--- config.mk ---
export PLATFORM = sky130hd
export DESIGN_NAME = program_loader_flat
export DESIGN_NICKNAME = d
export VERILOG_FILES = /design/src/rtl/program_loader_if.sv /design/src/rtl/program_loader.sv /design/src/flat_wrapper.sv
export SDC_FILE = /design/constraint.sdc
export NUM_CORES = 1
export LEC_CHECK = 0
export CAP_MARGIN = 20
export CELL_PAD_IN_SITES_DETAIL_PLACEMENT = 1
export CELL_PAD_IN_SITES_GLOBAL_PLACEMENT = 2
export CORE_MARGIN = 4
export CORE_UTILIZATION = 33
export DETAILED_ROUTE_END_ITERATION = 6
export PLACE_DENSITY = 0.9
export SLEW_MARGIN = 20
export SYNTH_ARGS = -nofsm -noshare
export SYNTH_HDL_FRONTEND = slang
export SYNTH_SLANG_ARGS = --single-unit
--- constraint.sdc ---
create_clock -name clk -period 4.7 [get_ports clk]
set_clock_uncertainty 0.15 [all_clocks]
set_input_delay 0.94 -clock clk [delete_from_list [all_inputs] [get_ports clk]]
set_output_delay 0.94 -clock clk [all_outputs]
set_load 0.01 [all_outputs]
--- src/rtl/program_loader_if.sv ---
// program_loader_if: stream-in and memory-write bus of the boot loader.
//   Byte stream : in_valid, in_byte (from source), in_ready (from loader)
//   Memory bus  : mem_we, mem_addr, mem_data (from loader)
//   Status      : core_R, done, error, words_loaded (from loader)
// master = byte source / memory side, slave = program_loader.
interface program_loader_if #(
  parameter int ADDR_W = 8
);
  logic              in_valid;
  logic [7:0]        in_byte;
  logic              in_ready;
  logic              mem_we;
  logic [ADDR_W-1:0] mem_addr;
  logic [31:0]       mem_data;
  logic              core_R;
  logic              done;
  logic              error;
  logic [7:0]        words_loaded;

  modport master (
    output in_valid, in_byte,
    input  in_ready, mem_we, mem_addr, mem_data, core_R, done, error, words_loaded
  );

  modport slave (
    input  in_valid, in_byte,
    output in_ready, mem_we, mem_addr, mem_data, core_R, done, error, words_loaded
  );
endinterface

--- src/rtl/program_loader.sv ---
// program_loader: boot-time loader that assembles a byte stream into
// big-endian 32-bit words, writes them to instruction ROM / data RAM and
// holds the core in reset until the whole image is written.
// Stream: header byte N (word count), then 4*N payload bytes, MSB first.
// Ports:
//   clk  - system clock
//   R    - synchronous active-high reset
//   bus  - program_loader_if.slave (byte stream in, memory write out, status)
// Optional: define LOADER_CHECKSUM_EN to require a trailing XOR checksum byte
// after the payload (CHECK state); mismatch aborts to ERROR.
//
// state  | meaning
// IDLE   | waiting for header byte
// LOAD   | accepting payload bytes, writing each completed word
// CHECK  | waiting for checksum byte (LOADER_CHECKSUM_EN only)
// FINISH | one-cycle settle, carries the final write strobe
// DONE   | image loaded, core released
// ERROR  | load aborted, core held in reset
module program_loader #(
  parameter int ADDR_W    = 8,
  parameter int MAX_WORDS = 64
) (
  input  logic              clk,
  input  logic              R,
  program_loader_if.slave   bus
);
  typedef enum logic [2:0] {IDLE, LOAD, CHECK, FINISH, DONE, ERROR} state_t;

  localparam logic [8:0] MAX_N = 9'(MAX_WORDS);

  state_t            state, state_nxt;
  logic              in_ready;
  logic              accept;
  logic              word_complete;
  logic              last_byte;
  logic [7:0]        n_words;
  logic [7:0]        word_idx;
  logic [1:0]        byte_cnt;
  logic [31:0]       word_sr;
  logic              mem_we;
  logic [ADDR_W-1:0] mem_addr;
  logic [31:0]       mem_data;
  logic [7:0]        words_loaded;
`ifdef LOADER_CHECKSUM_EN
  logic [7:0]        csum;
`endif

  // R gates in_ready so no byte is consumed during the reset cycle.
  assign in_ready      = !R && (state == IDLE || state == LOAD || state == CHECK);
  assign accept        = bus.in_valid && in_ready;
  assign word_complete = accept && (state == LOAD) && (byte_cnt == 2'd3);
  assign last_byte     = word_complete && (word_idx == n_words - 8'd1);

  always_ff @(posedge clk) begin
    if (R) state <= IDLE;
    else   state <= state_nxt;
  end

  always_comb begin
    state_nxt = state;
    case (state)
      IDLE: if (accept) begin
        if ({1'b0, bus.in_byte} > MAX_N) state_nxt = ERROR;
        else if (bus.in_byte == 8'd0) begin
`ifdef LOADER_CHECKSUM_EN
          state_nxt = CHECK;
`else
          state_nxt = FINISH;
`endif
        end
        else state_nxt = LOAD;
      end
      LOAD: if (last_byte) begin
`ifdef LOADER_CHECKSUM_EN
        state_nxt = CHECK;
`else
        state_nxt = FINISH;
`endif
      end
`ifdef LOADER_CHECKSUM_EN
      CHECK: if (accept) state_nxt = (bus.in_byte == csum) ? FINISH : ERROR;
`endif
      FINISH:  state_nxt = DONE;
      DONE:    state_nxt = DONE;
      ERROR:   state_nxt = ERROR;
      default: state_nxt = IDLE;
    endcase
  end

  always_ff @(posedge clk) begin
    if (R) begin
      n_words      <= '0;
      word_idx     <= '0;
      byte_cnt     <= '0;
      word_sr      <= '0;
      mem_we       <= 1'b0;
      mem_addr     <= '0;
      mem_data     <= '0;
      words_loaded <= '0;
`ifdef LOADER_CHECKSUM_EN
      csum         <= '0;
`endif
    end else begin
      mem_we <= 1'b0;
      if (accept && state == IDLE) begin
        n_words  <= bus.in_byte;
        word_idx <= '0;
        byte_cnt <= '0;
      end
      if (accept && state == LOAD) begin
        word_sr  <= {word_sr[23:0], bus.in_byte};
        byte_cnt <= byte_cnt + 2'd1;
`ifdef LOADER_CHECKSUM_EN
        csum     <= csum ^ bus.in_byte;
`endif
      end
      if (word_complete) begin
        mem_we   <= 1'b1;
        mem_addr <= ADDR_W'({word_idx, 2'b00});
        mem_data <= {word_sr[23:0], bus.in_byte};
        word_idx <= word_idx + 8'd1;
        if (words_loaded < n_words) words_loaded <= words_loaded + 8'd1;
      end
    end
  end

  assign bus.in_ready     = in_ready;
  assign bus.mem_we       = mem_we;
  assign bus.mem_addr     = mem_addr;
  assign bus.mem_data     = mem_data;
  assign bus.words_loaded = words_loaded;
  assign bus.core_R       = (state != DONE);
  assign bus.done         = (state == DONE);
  assign bus.error        = (state == ERROR);
endmodule

--- src/flat_wrapper.sv ---
// flat-port wrapper written by rule: the top's interface ports become plain ports
module program_loader_flat 
#(
  parameter int ADDR_W    = 8,
  parameter int MAX_WORDS = 64
)
  (clk, R, bus_in_valid, bus_in_byte, bus_in_ready, bus_mem_we, bus_mem_addr, bus_mem_data, bus_core_R, bus_done, bus_error, bus_words_loaded);
  program_loader_if #(.ADDR_W(ADDR_W)) bus_i ();
  input  logic clk;
  input  logic R;
  input wire logic [$bits(bus_i.in_valid)-1:0] bus_in_valid;
  input wire logic [$bits(bus_i.in_byte)-1:0] bus_in_byte;
  output wire logic [$bits(bus_i.in_ready)-1:0] bus_in_ready;
  output wire logic [$bits(bus_i.mem_we)-1:0] bus_mem_we;
  output wire logic [$bits(bus_i.mem_addr)-1:0] bus_mem_addr;
  output wire logic [$bits(bus_i.mem_data)-1:0] bus_mem_data;
  output wire logic [$bits(bus_i.core_R)-1:0] bus_core_R;
  output wire logic [$bits(bus_i.done)-1:0] bus_done;
  output wire logic [$bits(bus_i.error)-1:0] bus_error;
  output wire logic [$bits(bus_i.words_loaded)-1:0] bus_words_loaded;
  assign bus_i.in_valid = bus_in_valid;
  assign bus_i.in_byte = bus_in_byte;
  assign bus_in_ready = bus_i.in_ready;
  assign bus_mem_we = bus_i.mem_we;
  assign bus_mem_addr = bus_i.mem_addr;
  assign bus_mem_data = bus_i.mem_data;
  assign bus_core_R = bus_i.core_R;
  assign bus_done = bus_i.done;
  assign bus_error = bus_i.error;
  assign bus_words_loaded = bus_i.words_loaded;
  program_loader #(.ADDR_W(ADDR_W), .MAX_WORDS(MAX_WORDS)) u_core (.clk(clk), .R(R), .bus(bus_i));
endmodule
# Word-level counts from Yosys, hierarchy flattened
# Cells that the tools add are included.
op_classes:
  addsub: 4
  magnitude_cmp: 2
  n_eq_ne: 10
  n_mux: 10
  n_reduce_logical: 16
ops:
  columns: ["op", "n"]
  rows:
  - ["$add A8 B1 Y8 const B", 2]
  - ["$mux W8", 2]
  - ["$pmux W3 S4", 1]
  - ["$mux W3", 3]
  - ["$eq A8 B8 Y1", 1]
  - ["$gt A8 B7 Y1 const B", 1]
  - ["$logic_not A8 Y1", 1]
  - ["$lt A8 B8 Y1", 1]
  - ["$sub A8 B1 Y8 const B", 1]
  - ["$eq A3 B2 Y1 const B", 2]
  - ["$eq A3 B3 Y1 const B", 2]
  - ["$logic_and A1 B1 Y1", 6]
  - ["$mux W2", 3]
  - ["$ne A2 B1 Y1 const B", 2]
  - ["$reduce_and A2 Y1", 2]
  - ["$reduce_bool A2 Y1", 2]
  - ["$eq A3 B1 Y1 const B", 1]
  - ["$logic_not A3 Y1", 1]
  - ["$ne A3 B3 Y1 const B", 1]
  - ["$add A2 B1 Y2 const B", 1]
  - ["$eq A2 B2 Y1 const B", 1]
  - ["$logic_or A1 B1 Y1", 2]
  - ["$reduce_or A2 Y1", 1]
  - ["$logic_not A1 Y1", 1]
  - ["$mux W1", 1]
totals:
  regBits: 92
  in_bits: 11
  out_inout_bits: 53
  word_cells: 51

# Logic depth before layout (Yosys ltp)
depth:
  word_depth: 10
  mapped_depth: 9
  mapped_depth_nobuf: 7

# Least setup slack after synthesis
# OpenSTA, ideal clock, no wires.
synth_timing:
  kind: "input -> output"
  start: "in R"
  end: "out bus_in_ready"
  arrival_time_ps: 1682
  t_required_ps: 3610
  slack_ps: 1928
  path_stages: 3
  n_path_buf: 2
  path_cell_list: "clkbuf_1 > clkbuf_1 > a211oi_1"
synth_via:
  elab_chain_cells: 2
synth_lines:
  columns: ["item", "line", "text"]
  rows:
  - ["start, declared", "flat_wrapper.sv:10", "input logic R;"]
  - ["$logic_not A1 Y1", "program_loader.sv:49", "assign in_ready = !R && (state == IDLE || state == LOAD || state == CHECK);"]
  - ["$logic_and A1 B1 Y1", "program_loader.sv:49", null]
  - ["end, declared", "flat_wrapper.sv:13", "output wire logic [$bits(bus_i.in_ready)-1:0] bus_in_ready;"]
# No other way between the ends.

# Worst setup path in the final report
layout_timing:
  start: "in bus_in_valid"
  end: "reg u_core.state[1]"
layout_via:
  elab_chain_cells: 6
  elab_cells_between_ends: 7
  classes_between: "eq/ne: 2; reduce/logical: 5"
layout_lines:
  columns: ["item", "line", "text"]
  rows:
  - ["start, declared", "flat_wrapper.sv:11", "input wire logic [$bits(bus_i.in_valid)-1:0] bus_in_valid;"]
  - ["$logic_and A1 B1 Y1 *", "program_loader.sv:50", "assign accept = bus.in_valid && in_ready;"]
  - ["$logic_and A1 B1 Y1 (2 in a row)", "program_loader.sv:51", "assign word_complete = accept && (state == LOAD) && (byte_cnt == 2'd3);"]
  - ["$logic_and A1 B1 Y1", "program_loader.sv:52", "assign last_byte = word_complete && (word_idx == n_words - 8'd1);"]
  - ["$ne A2 B1 Y1 (no source line)", null, null]
  - ["$reduce_and A2 Y1 (no source line) *", null, null]
  - ["end signal, assigned", "program_loader.sv:56", "else state <= state_nxt;"]
  - ["end, declared", "program_loader.sv:31", "state_t state, state_nxt;"]
# Mark *: on every way between the ends. The rest lies on a longest branch, timed or not.
# A chain may end at the register's enable or synchronous reset.

==> metrics <==
flops & latches, synth 92; crit-path max FO 29; first-pass GRT wire length 18700 µm; worst path arrival time 3670 ps; Post-DRT Antenna Nets 0; grt met2 use 27.2%; critical-path cell list clkdlybuf4s50_1, and3b_1, nand3_2, buf_4, a2111oi_0, a21oi_1, nor4bb_1; PostCTS Resize Cnt 0; # port buffers 61; row cnt 39; post-synthesis sequential area ratio 46.3%; Distinct cells, synth 48; largest net degree at the start of global routing 68; Synthesis Warnings 0; Hold Path Class reg -> reg; routed wire length 11100 µm; vias post-DR 3593; # hold bufs at CTS 0; DR DRC count 0; vias in the first global route 3665; R2R cell count 6; fin crit period 3590 ps; CP Class in -> reg; Via density 5.21; core area 11600 µm²; sum of buffers and inverters on the critical path 2; layout cells sized above 1 4.75%; fin. max-slew vios 0; Fmax 279 MHz; Bufs on Longest Clock Path 2; I/O pin count 64; Antenna Cells 0; worst skew pair latency 340 ps; TritonCTS Sinks 92; met3 Use GR 4.32%; die height 118 µm; Horiz. Die Dim 118 µm; Non-Filler Instances 690; busiest layer in global routing met2; Tcrit/Tclk final 76.3%; H-tree depth 3; placed insts 674; CTS Buf Count 9; FILL cells 1406; Pwr per Cell Area 335 nW/µm²; GRT Residual Overflow 0; Initial Util 34.2%; grt met1 use 20.9%; post-route setup slack 1110 ps; Fin Setup TNS 0 ps; Post-DP HPWL 7610 µm; Die Area 13900 µm²; maximum VDD drop 0.000175 V; Post-synth EDFFs 0; leakage 1.86 nW; Critical R2R Launch u_core.state[1]$_SDFFE_PP0P_; CP peak stage delay 590 ps; RSZ-0062 raised after global routing false; RR Endpoint u_core.state[1]$_SDFFE_PP0P_; Syn Area/Cell 7.98 µm²; Final GP Congestion 0.792; Post-Syn Instances 498; ys async rst share 0%; Hold Crit Start u_core.bus.mem_addr[5]$_SDFFE_PP0P_; CP required 4780 ps; max-cap violations 0; CP top delay family simple AND/OR/NAND/NOR gates; reg2reg setup slack 1500 ps; Post-CTS Setup Bufs 0; measured slew at the worst slew-check pin 906 ps; Place WS 751 ps; Setup-failing EPs final 0; status finished, final reports clean; Post-synth top flop dfxtp_1; synthesized cell area 3970 µm²; clk root buf clkbuf_16; drt first pass iters 4; Worst-path clk slew 60 ps; Iter 0 DRT Violations 125; antenna violations before repair 0; CP Capture Type flip-flop; Tot GR Track Use 16.4%; Startpoint Class input port; Syn-to-layout area delta 25.1%; CTS tree yes; Final Hold Vio Count 0; WHS 307 ps; Hold Path End u_core.bus.mem_addr[5]$_SDFFE_PP0P_; slew margin rel. 39.6%; # nets final 564; CP max stage cell clkdlybuf4s50_1; drt wl/cell 16.0 µm; hold depth 2
## how the worst max path moves through the flow
stage,endpoint,from,cells past startpoint,slack (ps)
2_1_floorplan,bus_in_ready,R,3,1930
3_3_place_gp,u_core.state[1]$_SDFFE_PP0P_,bus_in_valid,7,910
3_5_place_dp,u_core.state[1]$_SDFFE_PP0P_,bus_in_valid,7,750
4_1_cts,u_core.state[1]$_SDFFE_PP0P_,bus_in_valid,7,1080
5_1_grt,u_core.state[1]$_SDFFE_PP0P_,bus_in_valid,7,920
6_report,u_core.state[1]$_SDFFE_PP0P_,bus_in_valid,7,1110
## flip-flops by register name (all words and copies together) (netlist names)
signal,cells
u_core.state,3
u_core.word_sr,24
u_core.bus.mem_data,32
u_core.word_idx,8
u_core.bus.mem_we,1
u_core.byte_cnt,2
u_core.n_words,8
u_core.bus.mem_addr,6
u_core.bus.words_loaded,8
## metal layers
metal	share of wire [%]	wire (µm)	vias up
met4	1.2	135	0
li1	-	-	1771
met5	0	0	-
met3	3.6	395	16
met1	46	5140	1757
met2	49	5410	49
## worst min-delay path, cell delays in order (launching register included)
cell     delay [ps]
dfxtp_1         300
nand2_1          50
a21oi_1          50
## kinds of logic (layout without fill, tap and decap cells)
group                    after synthesis  after routing  share of synthesized area, %
buffers and inverters                 51             99                          5.45
XOR/XNOR                               8              8                          1.76
AND/OR/NAND/NOR                      224            224                          25.5
flip-flops                            92             92                          46.3
AO/OA/AOI/OAI                         98             98                          14.0
other                                  1              2                        0.0944
adder cells (fa/ha/maj)               11             11                          3.46
multiplexers                          13             13                          3.37
## final cells by class
cell class | instances | area [µm²] | area share [%]
multi-input combinational | 356 | 1920 | 38.7
sequential | 92 | 1840 | 37.1
timing repair buffer | 66 | 643 | 12.9
clock buffer | 12 | 246 | 4.96
tap | 143 | 179 | 3.60
clock inverter | 4 | 72.6 | 1.46
inverter | 17 | 63.8 | 1.28
## through the flow
| step | power [mW] | util (%) | instance area [µm²] |
|---|---|---|---|
| after floorplan | 0.870 | - | 3980 |
| after global placement | 0.901 | 40.1 | 4650 |
| after detailed placement | 0.904 | 40.1 | 4650 |
| after CTS | 1.69 | 42.8 | 4970 |
| after global routing | 1.74 | 42.8 | 4970 |
| final | 1.67 | 42.8 | 4970 |
## where the power goes
group	total, mW	internal [mW]	leakage, nW	switching (mW)
registers	0.797	0.786	0.742	0.0106
clock network	0.781	0.480	0.153	0.301
logic	0.0889	0.0333	0.969	0.0556
## cells in the mapped netlist, drive strengths merged, types with 6 or more instances
master	n	share of area [%]
nand3	23	2.9
inv	16	1.5
or4	6	1.1
nor3	6	0.76
ha	11	3.5
o21ai	10	1.3
a21oi	68	8.6
buf	13	1.9
nand3b	6	1.1
mux2i	10	2.5
dfxtp	92	46
clkbuf	21	2.0
nor2	24	2.3
nand2	134	13
## placed cells by master (no fill, tap or decap), types with 2 or more instances in the layout
master,count
inv_1,16
or3_1,3
nor2b_1,4
clkbuf_1,2
a21oi_1,68
mux2i_1,10
ha_1,11
nand2_1,134
mux2_2,3
conb_1,2
and3_1,5
or4_1,6
nor2_1,24
bufinv_16,2
dfxtp_1,92
a41oi_1,2
clkbuf_16,9
nand4_1,3
clkdlybuf4s50_1,60
xnor2_1,3
a21o_1,2
o21ai_0,10
o211ai_1,2
nand3_1,22
nor3_1,6
buf_4,5
o31ai_1,5
nand3b_1,6
xor2_1,5
nor4_1,2
Power figures use the tool's default switching activity.
